### config.mk
export PLATFORM = sky130hd
export DESIGN_NAME = raster_timing_gen
export DESIGN_NICKNAME = d
export VERILOG_FILES = /design/src/rtl/raster_timing_gen.sv
export SDC_FILE = /design/constraint.sdc
export NUM_CORES = 1
export LEC_CHECK = 0
export CAP_MARGIN = 20
export CORE_ASPECT_RATIO = 0.5
export CORE_MARGIN = 3
export CORE_UTILIZATION = 44
export CTS_CLUSTER_DIAMETER = 40
export DETAILED_ROUTE_END_ITERATION = 10
export PLACE_DENSITY_LB_ADDON = 0.08
export SLEW_MARGIN = 15
export SYNTH_ARGS = -nofsm -noshare
export SYNTH_HDL_FRONTEND = slang
export SYNTH_SLANG_ARGS = --single-unit
### constraint.sdc
create_clock -name pixel_clk -period 4.03 [get_ports pixel_clk]
set_input_delay 0.806 -clock pixel_clk [delete_from_list [all_inputs] [get_ports pixel_clk]]
set_output_delay 0.806 -clock pixel_clk [all_outputs]
set_load 0.03 [all_outputs]
### src/rtl/raster_timing_gen.sv
// Raster timing master: scans hcnt/vcnt, strobes fsync, composites layer A over B over BG_COLOR.
// Video out is 1 cycle after hpos/vpos; no backpressure. Optional RASTER_TEST_PATTERN_EN adds test_en colour bars.
module raster_timing_gen #(
    parameter int          HRES     = 1280,
    parameter int          VRES     = 720,
    parameter int          H_FP     = 110,
    parameter int          H_SYNC   = 40,
    parameter int          H_BP     = 220,
    parameter int          V_FP     = 5,
    parameter int          V_SYNC   = 5,
    parameter int          V_BP     = 20,
    parameter bit          SYNC_POL = 1'b1,
    parameter logic [23:0] BG_COLOR = 24'h000000
) (
    input  logic                pixel_clk,
    input  logic                rst,
`ifdef RASTER_TEST_PATTERN_EN
    input  logic                test_en,
`endif
    output logic signed [11:0]  hpos,
    output logic signed [11:0]  vpos,
    output logic                fsync,
    input  logic [2:0][7:0]     obj_a_pixel,
    input  logic                obj_a_active,
    input  logic [2:0][7:0]     obj_b_pixel,
    input  logic                obj_b_active,
    output logic [15:0]         frame_cnt,
    output logic                vid_hsync,
    output logic                vid_vsync,
    output logic                vid_de,
    output logic [2:0][7:0]     vid_pixel
);

    localparam int H_TOTAL = HRES + H_FP + H_SYNC + H_BP;
    localparam int V_TOTAL = VRES + V_FP + V_SYNC + V_BP;

    localparam logic [11:0] H_LAST   = 12'(H_TOTAL - 1);
    localparam logic [11:0] V_LAST   = 12'(V_TOTAL - 1);
    localparam logic [11:0] H_ACT    = 12'(HRES);
    localparam logic [11:0] V_ACT    = 12'(VRES);
    localparam logic [11:0] HS_START = 12'(HRES + H_FP);
    localparam logic [11:0] HS_END   = 12'(HRES + H_FP + H_SYNC - 1);
    localparam logic [11:0] VS_START = 12'(VRES + V_FP);
    localparam logic [11:0] VS_END   = 12'(VRES + V_FP + V_SYNC - 1);

    logic [11:0] hcnt_q, hcnt_d;
    logic [11:0] vcnt_q, vcnt_d;
    logic        fsync_q, fsync_d;
    logic [15:0] frame_cnt_q, frame_cnt_d;
    logic        vid_hsync_q, vid_hsync_d;
    logic        vid_vsync_q, vid_vsync_d;
    logic        vid_de_q, vid_de_d;
    logic [23:0] vid_pixel_q, vid_pixel_d;

    logic        de_raw;
    logic        hs_raw;
    logic        vs_raw;
    logic [23:0] comp_rgb;

    // Scan counters; fsync is derived from the next count so it lines up with hpos=0/vpos=VRES.
    always_comb begin
        hcnt_d = hcnt_q + 12'd1;
        vcnt_d = vcnt_q;
        if (hcnt_q == H_LAST) begin
            hcnt_d = 12'd0;
            vcnt_d = (vcnt_q == V_LAST) ? 12'd0 : vcnt_q + 12'd1;
        end
        fsync_d     = (hcnt_d == 12'd0) && (vcnt_d == V_ACT);
        frame_cnt_d = frame_cnt_q + {15'd0, fsync_d};
    end

    always_comb begin
        de_raw = (hcnt_q < H_ACT) && (vcnt_q < V_ACT);
        hs_raw = (hcnt_q >= HS_START) && (hcnt_q <= HS_END);
        vs_raw = (vcnt_q >= VS_START) && (vcnt_q <= VS_END);
    end

`ifdef RASTER_TEST_PATTERN_EN
    logic [2:0]  bar_idx;
    logic [23:0] bar_rgb;

    // Bar index is floor(hcnt*8/HRES); a plain hcnt>>7 would give 128-pixel bars at 1280.
    always_comb begin
        bar_idx = 3'd0;
        for (int k = 1; k < 8; k++) begin
            if ({hcnt_q, 3'b000} >= 15'(k * HRES)) begin
                bar_idx = 3'(k);
            end
        end
        bar_rgb = {{8{bar_idx[2]}}, {8{bar_idx[1]}}, {8{bar_idx[0]}}};
    end
`endif

    always_comb begin
        comp_rgb = BG_COLOR;
        if (obj_a_active) begin
            comp_rgb = obj_a_pixel;
        end else if (obj_b_active) begin
            comp_rgb = obj_b_pixel;
        end
`ifdef RASTER_TEST_PATTERN_EN
        if (test_en) begin
            comp_rgb = bar_rgb;
        end
`endif
    end

    always_comb begin
        vid_de_d    = de_raw;
        vid_pixel_d = de_raw ? comp_rgb : 24'd0;
        vid_hsync_d = hs_raw ? SYNC_POL : ~SYNC_POL;
        vid_vsync_d = vs_raw ? SYNC_POL : ~SYNC_POL;
    end

    always_ff @(posedge pixel_clk) begin
        if (rst) begin
            hcnt_q      <= 12'd0;
            vcnt_q      <= 12'd0;
            fsync_q     <= 1'b0;
            frame_cnt_q <= 16'd0;
            vid_de_q    <= 1'b0;
            vid_pixel_q <= 24'd0;
            vid_hsync_q <= ~SYNC_POL;
            vid_vsync_q <= ~SYNC_POL;
        end else begin
            hcnt_q      <= hcnt_d;
            vcnt_q      <= vcnt_d;
            fsync_q     <= fsync_d;
            frame_cnt_q <= frame_cnt_d;
            vid_de_q    <= vid_de_d;
            vid_pixel_q <= vid_pixel_d;
            vid_hsync_q <= vid_hsync_d;
            vid_vsync_q <= vid_vsync_d;
        end
    end

    assign hpos      = hcnt_q;
    assign vpos      = vcnt_q;
    assign fsync     = fsync_q;
    assign frame_cnt = frame_cnt_q;
    assign vid_de    = vid_de_q;
    assign vid_pixel = vid_pixel_q;
    assign vid_hsync = vid_hsync_q;
    assign vid_vsync = vid_vsync_q;

endmodule

### After elaboration in Yosys (flattened, before gate mapping)

Index checks and enable logic that the tools add are counted.

| storage, ports and cells | value |
|---|---|
| flip-flop bits (word level) | 68 |
| input bits | 52 |
| logic and storage cells | 34 |

| operators by class | value |
|---|---|
| add/sub/neg operators | 3 |
| magnitude comparators | 6 |
| equality and inequality tests | 3 |
| multiplexer cells | 7 |
| bitwise gates (word level) | 1 |
| reductions and logical operators | 6 |

Operators by type and width:

| cell | number |
|---|---|
| 2-to-1 mux 24 bit | 2 |
| 2-to-1 mux 12 bit | 3 |
| adder 12 x 1 -> 12 bit, second input constant | 2 |
| == test 12 x 10 -> 1 bit, second input constant | 2 |
| adder 16 x 1 -> 16 bit | 1 |
| == test 12 x 11 -> 1 bit, second input constant | 1 |
| >= comparator 12 x 10 -> 1 bit, second input constant | 1 |
| >= comparator 12 x 11 -> 1 bit, second input constant | 1 |
| <= comparator 12 x 10 -> 1 bit, second input constant | 1 |
| <= comparator 12 x 11 -> 1 bit, second input constant | 1 |
| logical NOT 12 bit | 1 |
| less-than comparator 12 x 10 -> 1 bit, second input constant | 1 |
| less-than comparator 12 x 11 -> 1 bit, second input constant | 1 |
| logical AND 1 bit | 4 |
| 2-to-1 mux 1 bit | 2 |
| OR reduction 2 bit | 1 |
| NOT 1 bit | 1 |

### Logic depth before layout (Yosys ltp)

Gate-level depths: netlist of the first run.

| logic depth | value |
|---|---|
| depth after elaboration | 6 |
| mapped depth | 16 |

### Least setup slack after synthesis of the first run

Ideal clock, no wire load.

| timing path | value |
|---|---|
| path kind | reg-to-reg |
| start | register hcnt_q[0] (netlist: hpos[0]) |
| end | register frame_cnt_q[12] (netlist: frame_cnt[12]) |
| library setup time | 0.071 ns |
| arrival | 3.583 ns |
| setup slack | 0.376 ns |
| cell stages (with the launch flop) | 16 |
| buffers on the path | 1 |
| cell sequence | dfxtp_1 -> ha_1 -> nand4bb_4 -> or4_1 -> buf_2 -> or3_4 -> xnor2_2 -> nand3_1 -> nor3_1 -> ha_1 -> ha_1 -> nand3_1 -> nor2_1 -> nand2_1 -> or2_2 -> a21oi_1 |

| between the ends | value |
|---|---|
| longest elaborated chain between the ends | 5 |

RTL lines:

| item | line | RTL |
|---|---|---|
| from (decl) | 46 | `logic [11:0] hcnt_q, hcnt_d;` |
| from (signal assigned) | 126 | `hcnt_q <= hcnt_d;` |
| adder 12 x 1 -> 12 bit / == test 12 x 11 -> 1 bit (equally long branches) | 62, 64 |  |
| 2-to-1 mux 12 bit | 64 | `if (hcnt_q == H_LAST) begin` |
| logical NOT 12 bit / == test 12 x 10 -> 1 bit (equally long branches) | 68 | `fsync_d = (hcnt_d == 12'd0) && (vcnt_d == V_ACT);` |
| logical AND 1 bit * | 68 |  |
| net fsync_d | 48 | `logic fsync_q, fsync_d;` |
| adder 16 x 1 -> 16 bit * | 69 | `frame_cnt_d = frame_cnt_q + {15'd0, fsync_d};` |
| to (signal assigned) | 129 | `frame_cnt_q <= frame_cnt_d;` |
| to (decl) | 49 | `logic [15:0] frame_cnt_q, frame_cnt_d;` |

Mark *: on every way through the listed nets, which the timed path passes. The rest lies on a longest branch.
A chain may end at the register's enable or synchronous reset.

### Worst setup path in the final report of the first run

| timing path | value |
|---|---|
| start | register hcnt_q[1] (netlist: hpos[1]) |
| end | register frame_cnt_q[12] (netlist: frame_cnt[12]) |

Same word-level chain as after synthesis.

==> results of run 1 <==
[cells in the final DEF, fill, tap and decap left out, drive strengths merged, types with 3 or more instances in the layout]
cell           count
clkdlybuf4s50    119
nor2              73
dfxtp             68
nand2             24
a22oi             23
nand3             20
xor2              17
a21oi             16
xnor2             16
clkbuf             9
inv                8
nor3               8
and3               8
ha                 8
nand4              5
o21ai              5
nor2b              5
buf                4
or3                4
clkinv             4
nor4               4
o211ai             3
a31oi              3
[layout make-up]
type                    count  share of cell area (%)
multi-input cells         267                   35.09
clock buffers               9                   4.803
repair buffers            123                   26.04
clock inverters             7                   1.948
flip-flops and latches     68                   29.03
well taps                  92                   2.455
inverters                   8                  0.6403
[through the flow]
step	std cells	area, sq um	utilization [%]
floorplan	366	3129	-
global placement	558	4373	64.51
detailed placement	558	4373	64.51
CTS	574	4690	69.18
global route	574	4690	69.18
finish	574	4690	69.18
[registers in the layout, summed over array words and instances, names as in the netlist]
signal / flops
fsync: 1
frame_cnt: 16
vid_vsync: 1
vid_de: 1
vpos: 12
vid_hsync: 1
hpos: 12
vid_pixel: 24
[kinds of logic after synthesis]
| kind of cell | Yosys count |
|---|---|
| AO/OA/AOI/OAI | 58 |
| XOR/XNOR | 33 |
| adder cells (fa/ha/maj) | 8 |
| buffers and inverters | 31 |
| flip-flops | 68 |
| multiplexers | 1 |
| AND/OR/NAND/NOR | 167 |
[power by group]
group	total, mW	internal, mW	switching (mW)
clock network	0.820	0.538	0.282
logic	0.175	0.0904	0.0841
registers	0.699	0.690	0.00893
[final timing paths]
check	startpoint	endpoint	slack (ns)
hold reg to reg	frame_cnt[9]	frame_cnt[9]	0.51
setup reg to reg	hpos[1]	frame_cnt[12]	0.36
hold / removal	frame_cnt[9]	frame_cnt[9]	0.51
setup / recovery	hpos[1]	frame_cnt[12]	0.36
[tightest hold or removal path: cells and delay by family, from the launching register on]
family / cells / cell delay, ns
AO/OA/AOI/OAI: 2 / 0.14
flip-flops: 1 / 0.33
[layer usage]
layer | up-vias | track usage [%] | wire length, um
met1 | 1370 | 25.75 | 3743
met3 | 6 | 8.442 | 569
li1 | 1483 | - | -
met5 | - | 0 | 0
met2 | 100 | 34.96 | 3800
met4 | 0 | 6.622 | 51
==> results.sh, run 1 <==
export IMPL_status="finished, final reports clean"
export IMPL_cts_htree_levels=3
export IMPL_die_area_sq_mm=0.008221
export IMPL_fin_skew_ns=0.005672
export IMPL_root_buffer="clkbuf_16"
export IMPL_ys_types=43
export IMPL_slew_violations=0
export IMPL_path_class="reg -> reg"
export IMPL_viasPerCell=5.155
export IMPL_grt_total_usage_pct=21.19
export IMPL_syn_cell_area_sq_mm=0.003129
export IMPL_drive_above_1_share_pct=6.224
export IMPL_cpMaxStageDelayCell="or4_1"
export IMPL_tightest_slew_ns=1.022
export IMPL_clk_latency_ns=0.33
export IMPL_drt_iter0_drc=113
export IMPL_drt_total_wl_um=8164
export IMPL_r2r_cells=15
export IMPL_pin_count=120
export IMPL_finalSetupTns_ns=0
export IMPL_syn_to_final_growth_pct=49.86
export IMPL_firstDrtPassIters=4
export IMPL_cp_arrival_ns=3.93
export IMPL_power_per_cell_area_mw_per_mm2=361.1
export IMPL_finalPower_mw=1.693
export IMPL_layout_nets=537
export IMPL_path_buf_inv=1
export IMPL_synth_simple_gate_area_share_pct=27.11
export IMPL_timing_critical_path_from_type="flip-flop"
export IMPL_cts_tree="yes"
export IMPL_num_rows=21
export IMPL_clk_pin_slew_ns=0.06
export IMPL_yosys_area_top_type="dfxtp_1"
export IMPL_max_freq_ghz=0.2725
export IMPL_grt_pass1_vias=2942
export IMPL_synth_compound_area_share_pct=12.28
export IMPL_initial_core_util_pct=46.16
export IMPL_async_flop_share_pct=0
export IMPL_antennaDiodeCount=0
export IMPL_leakagePower_nw=1.680
export IMPL_drc=0
export IMPL_fin_crit_ns=3.670
export IMPL_holdBufCountCts=0
export IMPL_hp_class="reg -> reg"
export IMPL_grt_first_pass_wirelength_um=13870
export IMPL_synth_top_flop_cell="dfxtp_1"
export IMPL_post_place_ws_ns=0.3840
export IMPL_routedWlPerCell_um=14.22
export IMPL_synth_top_family_by_area="simple AND/OR/NAND/NOR gates"
export IMPL_syn_inst=366
export IMPL_finalHoldViolCount=0
export IMPL_syn_num_nets=426
export IMPL_cp_required_ns=4.29
export IMPL_cts_resized=0
export IMPL_fin_ws_ns=0.3596
export IMPL_ant_nets=0
export IMPL_path_common_cell="ha_1"
export IMPL_die_h_um=65.63
export IMPL_port_buffer_count=119
export IMPL_fillers=559
export IMPL_globalplace_congestion=0.8384
export IMPL_whs_path_depth=2
export IMPL_synth_top_area_share_pct=43.50
export IMPL_yosys_warnings=0
export IMPL_drv_cap=0
export IMPL_antenna_found_initial=0
export IMPL_ys_seq_area_share_pct=43.50
export IMPL_final_min_period_over_clock_period_pct=91.08
export IMPL_vias=2959
export IMPL_core_region_area_sq_mm=0.006779
export IMPL_clk_path_buf_depth=2
export IMPL_crit_chain="inv_1, ha_1, nand4bb_4, or4_1, or3_4, xnor2_2, nand3_1, nor3_1, ha_1, ha_1, nand3_1, nor2_1, nand2_1, or2_2, a21oi_1"
export IMPL_crit_family="simple AND/OR/NAND/NOR gates"
export IMPL_cts_buffers=9
export IMPL_synth_adder_area_share_pct=3.199
export IMPL_dp_hpwl_um=6021
export IMPL_avgSynthCellArea_sq_um=8.550
export IMPL_path_max_fanout=7
export IMPL_yosys_mux_area_fraction_pct=0.3199
export IMPL_rsz0062_at_grt="no"
export IMPL_peakVddDrop_mv=0.1937
export IMPL_die_w_um=125.3
export IMPL_gr_total_overflow=0
export IMPL_grt_start_max_net_pins=27
export IMPL_critical_path_max_stage_delay_ns=0.56
export IMPL_critPathCaptureType="flip-flop"
export IMPL_yosys_area_share_xor_xnor_pct=9.476
export IMPL_cts_setup_buffers=0
export IMPL_hold_ws_ns=0.5064
export IMPL_slew_headroom_pct=31.83
export IMPL_synth_edf_count=0
export IMPL_cp_num_cells=15
export IMPL_cts_sinks=68
export IMPL_post_synth_top_count_cell="nor2_1"
export IMPL_ys_top_cells_by_count="73 x nor2_1, 68 x dfxtp_1, 24 x nand2_1"
export IMPL_register_area_sq_mm=0.001361
export IMPL_multi_input_area_sq_mm=0.001645
export IMPL_synthTopCellsByArea="dfxtp_1 44%, nor2_1 8.8%, a22oi_1 5.5%, xor2_1 4.8%, xnor2_1 4.2%"
export IMPL_ys_ff_latch=68
export IMPL_setup_violations_final=0
Power figures use the tool's default switching activity.
==> run 2: changes to the inputs <==
--- a/config.mk
+++ b/config.mk
@@ -5,12 +5,13 @@
 export SDC_FILE = /design/constraint.sdc
 export NUM_CORES = 1
 export LEC_CHECK = 0
+export ABC_AREA = 1
 export CAP_MARGIN = 20
 export CORE_ASPECT_RATIO = 0.5
-export CORE_MARGIN = 3
 export CORE_UTILIZATION = 44
 export CTS_CLUSTER_DIAMETER = 40
 export DETAILED_ROUTE_END_ITERATION = 10
+export GPL_ROUTABILITY_DRIVEN = 0
 export PLACE_DENSITY_LB_ADDON = 0.08
 export SLEW_MARGIN = 15
 export SYNTH_ARGS = -nofsm -noshare
==> results.sh, run 2 <==
export IMPL_synth_edf_count=0
export IMPL_die_h_um=62.26
export IMPL_synthTopCellsByArea="dfxtp_1 43%, nor2_1 10%, nand2_1 9.0%, inv_1 5.8%, nand3_1 5.6%"
export IMPL_hp_class="reg -> reg"
export IMPL_syn_cell_area_sq_mm=0.003196
export IMPL_yosys_area_top_type="dfxtp_1"
export IMPL_slew_violations=0
export IMPL_largest_reg_flops=24
export IMPL_syn_to_final_growth_pct=49.37
export IMPL_rrSetupSlack_ns=0.48
export IMPL_whs_path_depth=2
export IMPL_ys_top_cells_by_count="86 x nor2_1, 77 x nand2_1, 68 x dfxtp_1"
export IMPL_hold_start="frame_cnt[15]"
export IMPL_die_w_um=122.5
export IMPL_cp_arrival_ns=3.77
export IMPL_antennaDiodeCount=0
export IMPL_drv_cap=0
export IMPL_r2r_start="hpos[0]"
export IMPL_grt_pass1_vias=3232
export IMPL_core_region_area_sq_mm=0.006858
export IMPL_cts_setup_buffers=0
export IMPL_syn_inst=444
export IMPL_crit_chain="ha_1, nand3_1, nor2_1, nand2_1, nand3_1, nand3_1, nor2_1, nand2_1, nor2_1, nand3_1, nor2_1, ha_1, ha_1, nand2_1, inv_1, nand2_1, nor3b_1, nand3_1, nor2_1, nand3_1, o21ai_0, nor2_1"
export IMPL_multi_input_area_sq_mm=0.001577
export IMPL_final_min_period_over_clock_period_pct=87.98
export IMPL_r2r_cells=22
export IMPL_port_buffer_count=119
export IMPL_leakagePower_nw=1.844
export IMPL_rr_endpoint="frame_cnt[14]"
export IMPL_final_cell_count_no_fill=659
export IMPL_synth_top_area_share_pct=42.60
export IMPL_post_synth_top_count_cell="nor2_1"
export IMPL_cts_htree_levels=3
export IMPL_async_flop_share_pct=0
export IMPL_fin_crit_ns=3.546
export IMPL_clk_path_buf_depth=2
export IMPL_num_rows=21
export IMPL_hold_end="frame_cnt[15]"
export IMPL_viasPerCell=5.143
export IMPL_clk_latency_ns=0.33
export IMPL_critical_path_max_stage_delay_ns=0.43
export IMPL_path_buf_inv=1
export IMPL_drt_iter0_drc=320
export IMPL_initial_core_util_pct=46.60
export IMPL_drt_total_wl_um=9049
export IMPL_finalPower_mw=1.709
export IMPL_cts_sinks=68
export IMPL_grt_first_pass_wirelength_um=15210
export IMPL_routedWlPerCell_um=13.73
export IMPL_ys_seq_area_share_pct=42.60
export IMPL_cp_required_ns=4.25
export IMPL_tightest_slew_ns=0.7185
export IMPL_layout_nets=622
export IMPL_ys_ff_latch=68
export IMPL_ys_types=28
export IMPL_finalSetupTns_ns=0
export IMPL_layout_common_cells="119 x clkdlybuf4s50_1, 86 x nor2_1, 77 x nand2_1"
export IMPL_cts_tree="yes"
export IMPL_path_max_fanout=6
export IMPL_cts_resized=0
export IMPL_finalHoldViolCount=0
export IMPL_pin_count=120
export IMPL_holdBufCountCts=0
export IMPL_ant_nets=0
export IMPL_register_area_sq_mm=0.001361
export IMPL_setup_violations_final=0
export IMPL_dp_hpwl_um=6597
export IMPL_cpMaxStageDelayCell="dfxtp_1"
export IMPL_max_freq_ghz=0.2820
export IMPL_cts_buffers=9
export IMPL_power_per_cell_area_mw_per_mm2=358.1
export IMPL_dp_cells=643
export IMPL_peakVddDrop_mv=0.2722
export IMPL_status="finished, final reports clean"
export IMPL_grt_start_max_net_pins=26
export IMPL_crit_family="simple AND/OR/NAND/NOR gates"
export IMPL_clk_pin_slew_ns=0.05
export IMPL_synth_top_flop_cell="dfxtp_1"
export IMPL_root_buffer="clkbuf_16"
export IMPL_vias=3389
export IMPL_drive_above_1_share_pct=5.115
export IMPL_firstDrtPassIters=5
export IMPL_antenna_found_initial=0
export IMPL_yosys_warnings=0
export IMPL_fin_skew_ns=0.006966
export IMPL_critPathCaptureType="flip-flop"
export IMPL_path_class="reg -> reg"
export IMPL_drc=0
export IMPL_slew_headroom_pct=52.05
export IMPL_fillers=573
export IMPL_rsz0062_at_grt="no"
export IMPL_timing_critical_path_from_type="flip-flop"
export IMPL_avgSynthCellArea_sq_um=7.197
export IMPL_cp_startpoint="hpos[0]"
export IMPL_die_area_sq_mm=0.007628
export IMPL_syn_num_nets=504
export IMPL_final_common_cell="clkdlybuf4s50_1"
export IMPL_grt_total_usage_pct=25.74
export IMPL_gr_total_overflow=0
export IMPL_cp_num_cells=22
-- run 2: cell types whose count changed after synthesis, moves of 10 or more --
cell	previous run	this run
o21ai_0	5	18
xor2_1	17	7
nand2_1	24	77
inv_1	8	49
nor2_1	73	86
nand3_1	20	36
xnor2_1	15	0
-- run 2: logic make-up (layout without fill, tap and decap cells) --
logic type | after synthesis | in the layout | share of synthesized area, %
buf+inv | 65 | 188 | 8.066
fa+ha+maj | 8 | 8 | 3.132
xor+xnor | 7 | 7 | 1.919
compound gates | 64 | 64 | 12.26
simple gates | 232 | 232 | 32.03
flops | 68 | 68 | 42.60
-- run 2: stage by stage --
| stage | cell area, sq um | worst slack [ns] | utilization [%] | hold slack (ns) |
|---|---|---|---|---|
| after floorplan | 3196 | 0.7967 | - | 0.5880 |
| after global placement | 4454 | 0.6463 | 64.95 | 0.4578 |
| after detailed placement | 4454 | 0.5378 | 64.95 | 0.4693 |
| after CTS | 4773 | 0.5165 | 69.60 | 0.4904 |
| after global routing | 4773 | 0.04324 | 69.60 | 0.5041 |
| final | 4773 | 0.4844 | 69.60 | 0.4836 |
-- run 2: routing by layer --
layer / global-route usage (%) / up-vias / part of all wire, %
li1: - / 1690 / -
met1: 33.01 / 1567 / 46
met2: 40.31 / 118 / 45
met3: 8.456 / 14 / 6.5
met4: 8.994 / 0 / 1.6
met5: 0 / - / 0
-- run 2: worst max path at each step --
stage	to	slack, ns
6_report	frame_cnt[14]	0.48
5_1_grt	frame_cnt[14]	0.04
4_1_cts	frame_cnt[14]	0.52
3_5_place_dp	frame_cnt[14]	0.54
3_3_place_gp	frame_cnt[14]	0.65
2_1_floorplan	frame_cnt[14]	0.80
-- run 2: layout make-up --
class	count	share of cell area, %
Multi-Input combinational cell	311	33.03
Sequential cell	68	28.52
Timing Repair Buffer	122	25.43
Clock buffer	12	5.164
Inverter	50	3.932
Tap cell	92	2.412
Clock inverter	4	1.520
-- run 2: worst register-to-register path: cells and delay by family, from the launching register on --
family | cells | cell delay (ns)
simple gates | 17 | 2.18
flops | 1 | 0.43
compound gates | 1 | 0.15
buf+inv | 1 | 0.06
fa+ha+maj | 3 | 0.64
-- run 2: power breakdown --
part	internal (mW)	leakage (nW)	total (mW)	switching, mW
clock network	0.557	0.153	0.835	0.278
registers	0.690	0.554	0.698	0.00769
logic	0.0908	1.14	0.177	0.0860
==> run 3: changes to the inputs <==
--- a/config.mk
+++ b/config.mk
@@ -9,7 +9,7 @@
 export CAP_MARGIN = 20
 export CORE_ASPECT_RATIO = 0.5
 export CORE_UTILIZATION = 44
-export CTS_CLUSTER_DIAMETER = 40
+export CTS_CLUSTER_DIAMETER = 50
 export DETAILED_ROUTE_END_ITERATION = 10
 export GPL_ROUTABILITY_DRIVEN = 0
 export PLACE_DENSITY_LB_ADDON = 0.08
==> constraint.sdc (replaced) <==
create_clock -name pixel_clk -period 3.99 [get_ports pixel_clk]
set_input_delay 0.798 -clock pixel_clk [delete_from_list [all_inputs] [get_ports pixel_clk]]
set_output_delay 0.798 -clock pixel_clk [all_outputs]
set_load 0.03 [all_outputs]
==> results.sh, run 3 (same netlist as run 2, synthesis figures left out) <==
export IMPL_root_buffer="clkbuf_16"
export IMPL_core_region_area_sq_mm=0.006858
export IMPL_hold_ws_ns=0.4690
export IMPL_fin_ws_ns=0.5236
export IMPL_viasPerCell=5.065
export IMPL_post_place_ws_ns=0.4789
export IMPL_cp_required_ns=4.22
export IMPL_status="finished, final reports clean"
export IMPL_final_min_period_over_clock_period_pct=86.88
export IMPL_fillers=553
export IMPL_drt_iter0_drc=298
export IMPL_ant_nets=0
export IMPL_r2r_start="hpos[0]"
export IMPL_slew_violations=0
export IMPL_cts_setup_buffers=0
export IMPL_path_buf_inv=1
export IMPL_whs_path_depth=2
export IMPL_cpMaxStageDelayCell="dfxtp_1"
export IMPL_firstDrtPassIters=5
export IMPL_die_h_um=62.26
export IMPL_cp_startpoint="hpos[0]"
export IMPL_path_max_fanout=6
export IMPL_leakagePower_nw=1.869
export IMPL_max_freq_ghz=0.2885
export IMPL_initial_core_util_pct=46.60
export IMPL_setup_violations_final=0
export IMPL_largest_reg_flops=24
export IMPL_finalSetupTns_ns=0
export IMPL_vias=3343
export IMPL_drt_total_wl_um=8845
export IMPL_antennaDiodeCount=0
export IMPL_final_common_cell="clkdlybuf4s50_1"
export IMPL_setup_worst_path_end="frame_cnt[14]"
export IMPL_power_per_cell_area_mw_per_mm2=376.4
export IMPL_port_buffer_count=119
export IMPL_peakVddDrop_mv=0.2414
export IMPL_finalHoldViolCount=0
export IMPL_timing_critical_path_from_type="flip-flop"
export IMPL_cp_arrival_ns=3.69
export IMPL_crit_chain="ha_1, nand3_1, nor2_1, nand2_1, nand3_1, nand3_1, nor2_1, nand2_1, nor2_1, nand3_1, nor2_1, ha_1, ha_1, nand2_1, inv_1, nand2_1, nor3b_2, nand3_1, nor2_1, nand3_1, o21ai_0, nor2_1"
export IMPL_pin_count=120
export IMPL_critPathCaptureType="flip-flop"
export IMPL_layout_nets=623
export IMPL_rrSetupSlack_ns=0.52
export IMPL_clk_pin_slew_ns=0.06
export IMPL_rsz0062_at_grt="no"
export IMPL_drive_above_1_share_pct=5.810
export IMPL_wl_met3_um=846
export IMPL_clk_path_buf_depth=2
export IMPL_cts_buffers=9
export IMPL_dp_hpwl_um=6465
export IMPL_antenna_found_initial=0
export IMPL_slew_headroom_pct=52.19
export IMPL_path_class="reg -> reg"
export IMPL_place_area_sq_mm=0.004462
export IMPL_die_w_um=122.5
export IMPL_routedWlPerCell_um=13.40
export IMPL_num_rows=21
export IMPL_route_met2_wl_um=4042
export IMPL_crit_family="simple AND/OR/NAND/NOR gates"
export IMPL_r2r_cells=22
export IMPL_drc=0
export IMPL_multi_input_area_sq_mm=0.001582
export IMPL_cts_htree_levels=3
export IMPL_fin_area_sq_mm=0.004826
export IMPL_final_util_pct=70.37
export IMPL_die_area_sq_mm=0.007628
export IMPL_grt_pass1_vias=3105
export IMPL_drv_cap=0
export IMPL_highest_layer="met4"
export IMPL_syn_to_final_growth_pct=51.02
export IMPL_holdBufCountCts=0
export IMPL_wl_met1_um=3863
export IMPL_cts_tree="yes"
export IMPL_fin_skew_ns=0.007267
export IMPL_rr_endpoint="frame_cnt[14]"
export IMPL_critical_path_max_stage_delay_ns=0.43
export IMPL_clk_latency_ns=0.33
export IMPL_hp_class="reg -> reg"
export IMPL_cts_resized=0
export IMPL_grt_first_pass_wirelength_um=14650
export IMPL_tightest_slew_ns=0.7163
export IMPL_gr_total_overflow=0
export IMPL_cp_num_cells=22
export IMPL_grt_total_usage_pct=24.97
export IMPL_register_area_sq_mm=0.001361
export IMPL_fin_crit_ns=3.466
export IMPL_grt_start_max_net_pins=26
export IMPL_cts_sinks=68
export IMPL_layout_common_cells="119 x clkdlybuf4s50_1, 86 x nor2_1, 77 x nand2_1"
==> run 3: changes by cell type in the layout (fill, tap and decap cells not counted), sizes merged <==
| cell | previous run | this run |
|---|---|---|
| buf | 3 | 4 |
| bufinv | 2 | 3 |
| clkbuf | 12 | 11 |
| clkinv | 1 | 0 |
| inv | 50 | 51 |
==> run 3: worst min-delay path by stage <==
stage / slack [ns] / end / start
2_1_floorplan: 0.59 / frame_cnt[15] / frame_cnt[15]
3_3_place_gp: 0.46 / frame_cnt[15] / frame_cnt[15]
3_5_place_dp: 0.46 / frame_cnt[15] / frame_cnt[15]
4_1_cts: 0.48 / frame_cnt[15] / frame_cnt[15]
5_1_grt: 0.50 / frame_cnt[15] / frame_cnt[15]
6_report: 0.47 / frame_cnt[15] / frame_cnt[15]
==> run 3: power by group <==
group,switching [mW],internal [mW],total (mW)
Clock,0.288,0.646,0.934
Combinational,0.0862,0.0917,0.178
Sequential,0.00770,0.697,0.704
Total,0.382,1.43,1.82
==> run 3: worst register-to-register path, cell delays in order (launching register included) <==
cell     delay (ns)
dfxtp_1        0.43
ha_1           0.28
nand3_1        0.11
nor2_1         0.26
nand2_1        0.14
nand3_1        0.15
nand3_1        0.09
nor2_1         0.09
nand2_1        0.05
nor2_1         0.08
nand3_1        0.11
nor2_1         0.11
ha_1           0.18
ha_1           0.17
nand2_1        0.05
inv_1          0.07
nand2_1        0.10
nor3b_2        0.25
nand3_1        0.16
nor2_1         0.16
nand3_1        0.10
o21ai_0        0.15
nor2_1         0.06
==> run 3: area by class of cell <==
cell class	instances	area share (%)
inverters	50	3.889
multi-input cells	311	32.77
flip-flops and latches	68	28.21
clock inverters	5	2.204
clock buffers	11	5.237
repair buffers	123	25.30
well taps	92	2.385
==> run 3: routing by layer <==
metal  global-route usage [%]  vias up
met5                        0        -
met4                    9.299        0
met3                    9.191        9
met2                    38.90      158
met1                    31.35     1484
li1                         -     1692
==> run 3: metrics by stage <==
stage	std cells	total power, mW
after global routing	660	1.883
after global placement	644	0.8967
after floorplan	444	0.8009
after CTS	660	1.839
after detailed placement	644	0.8967
final	660	1.816
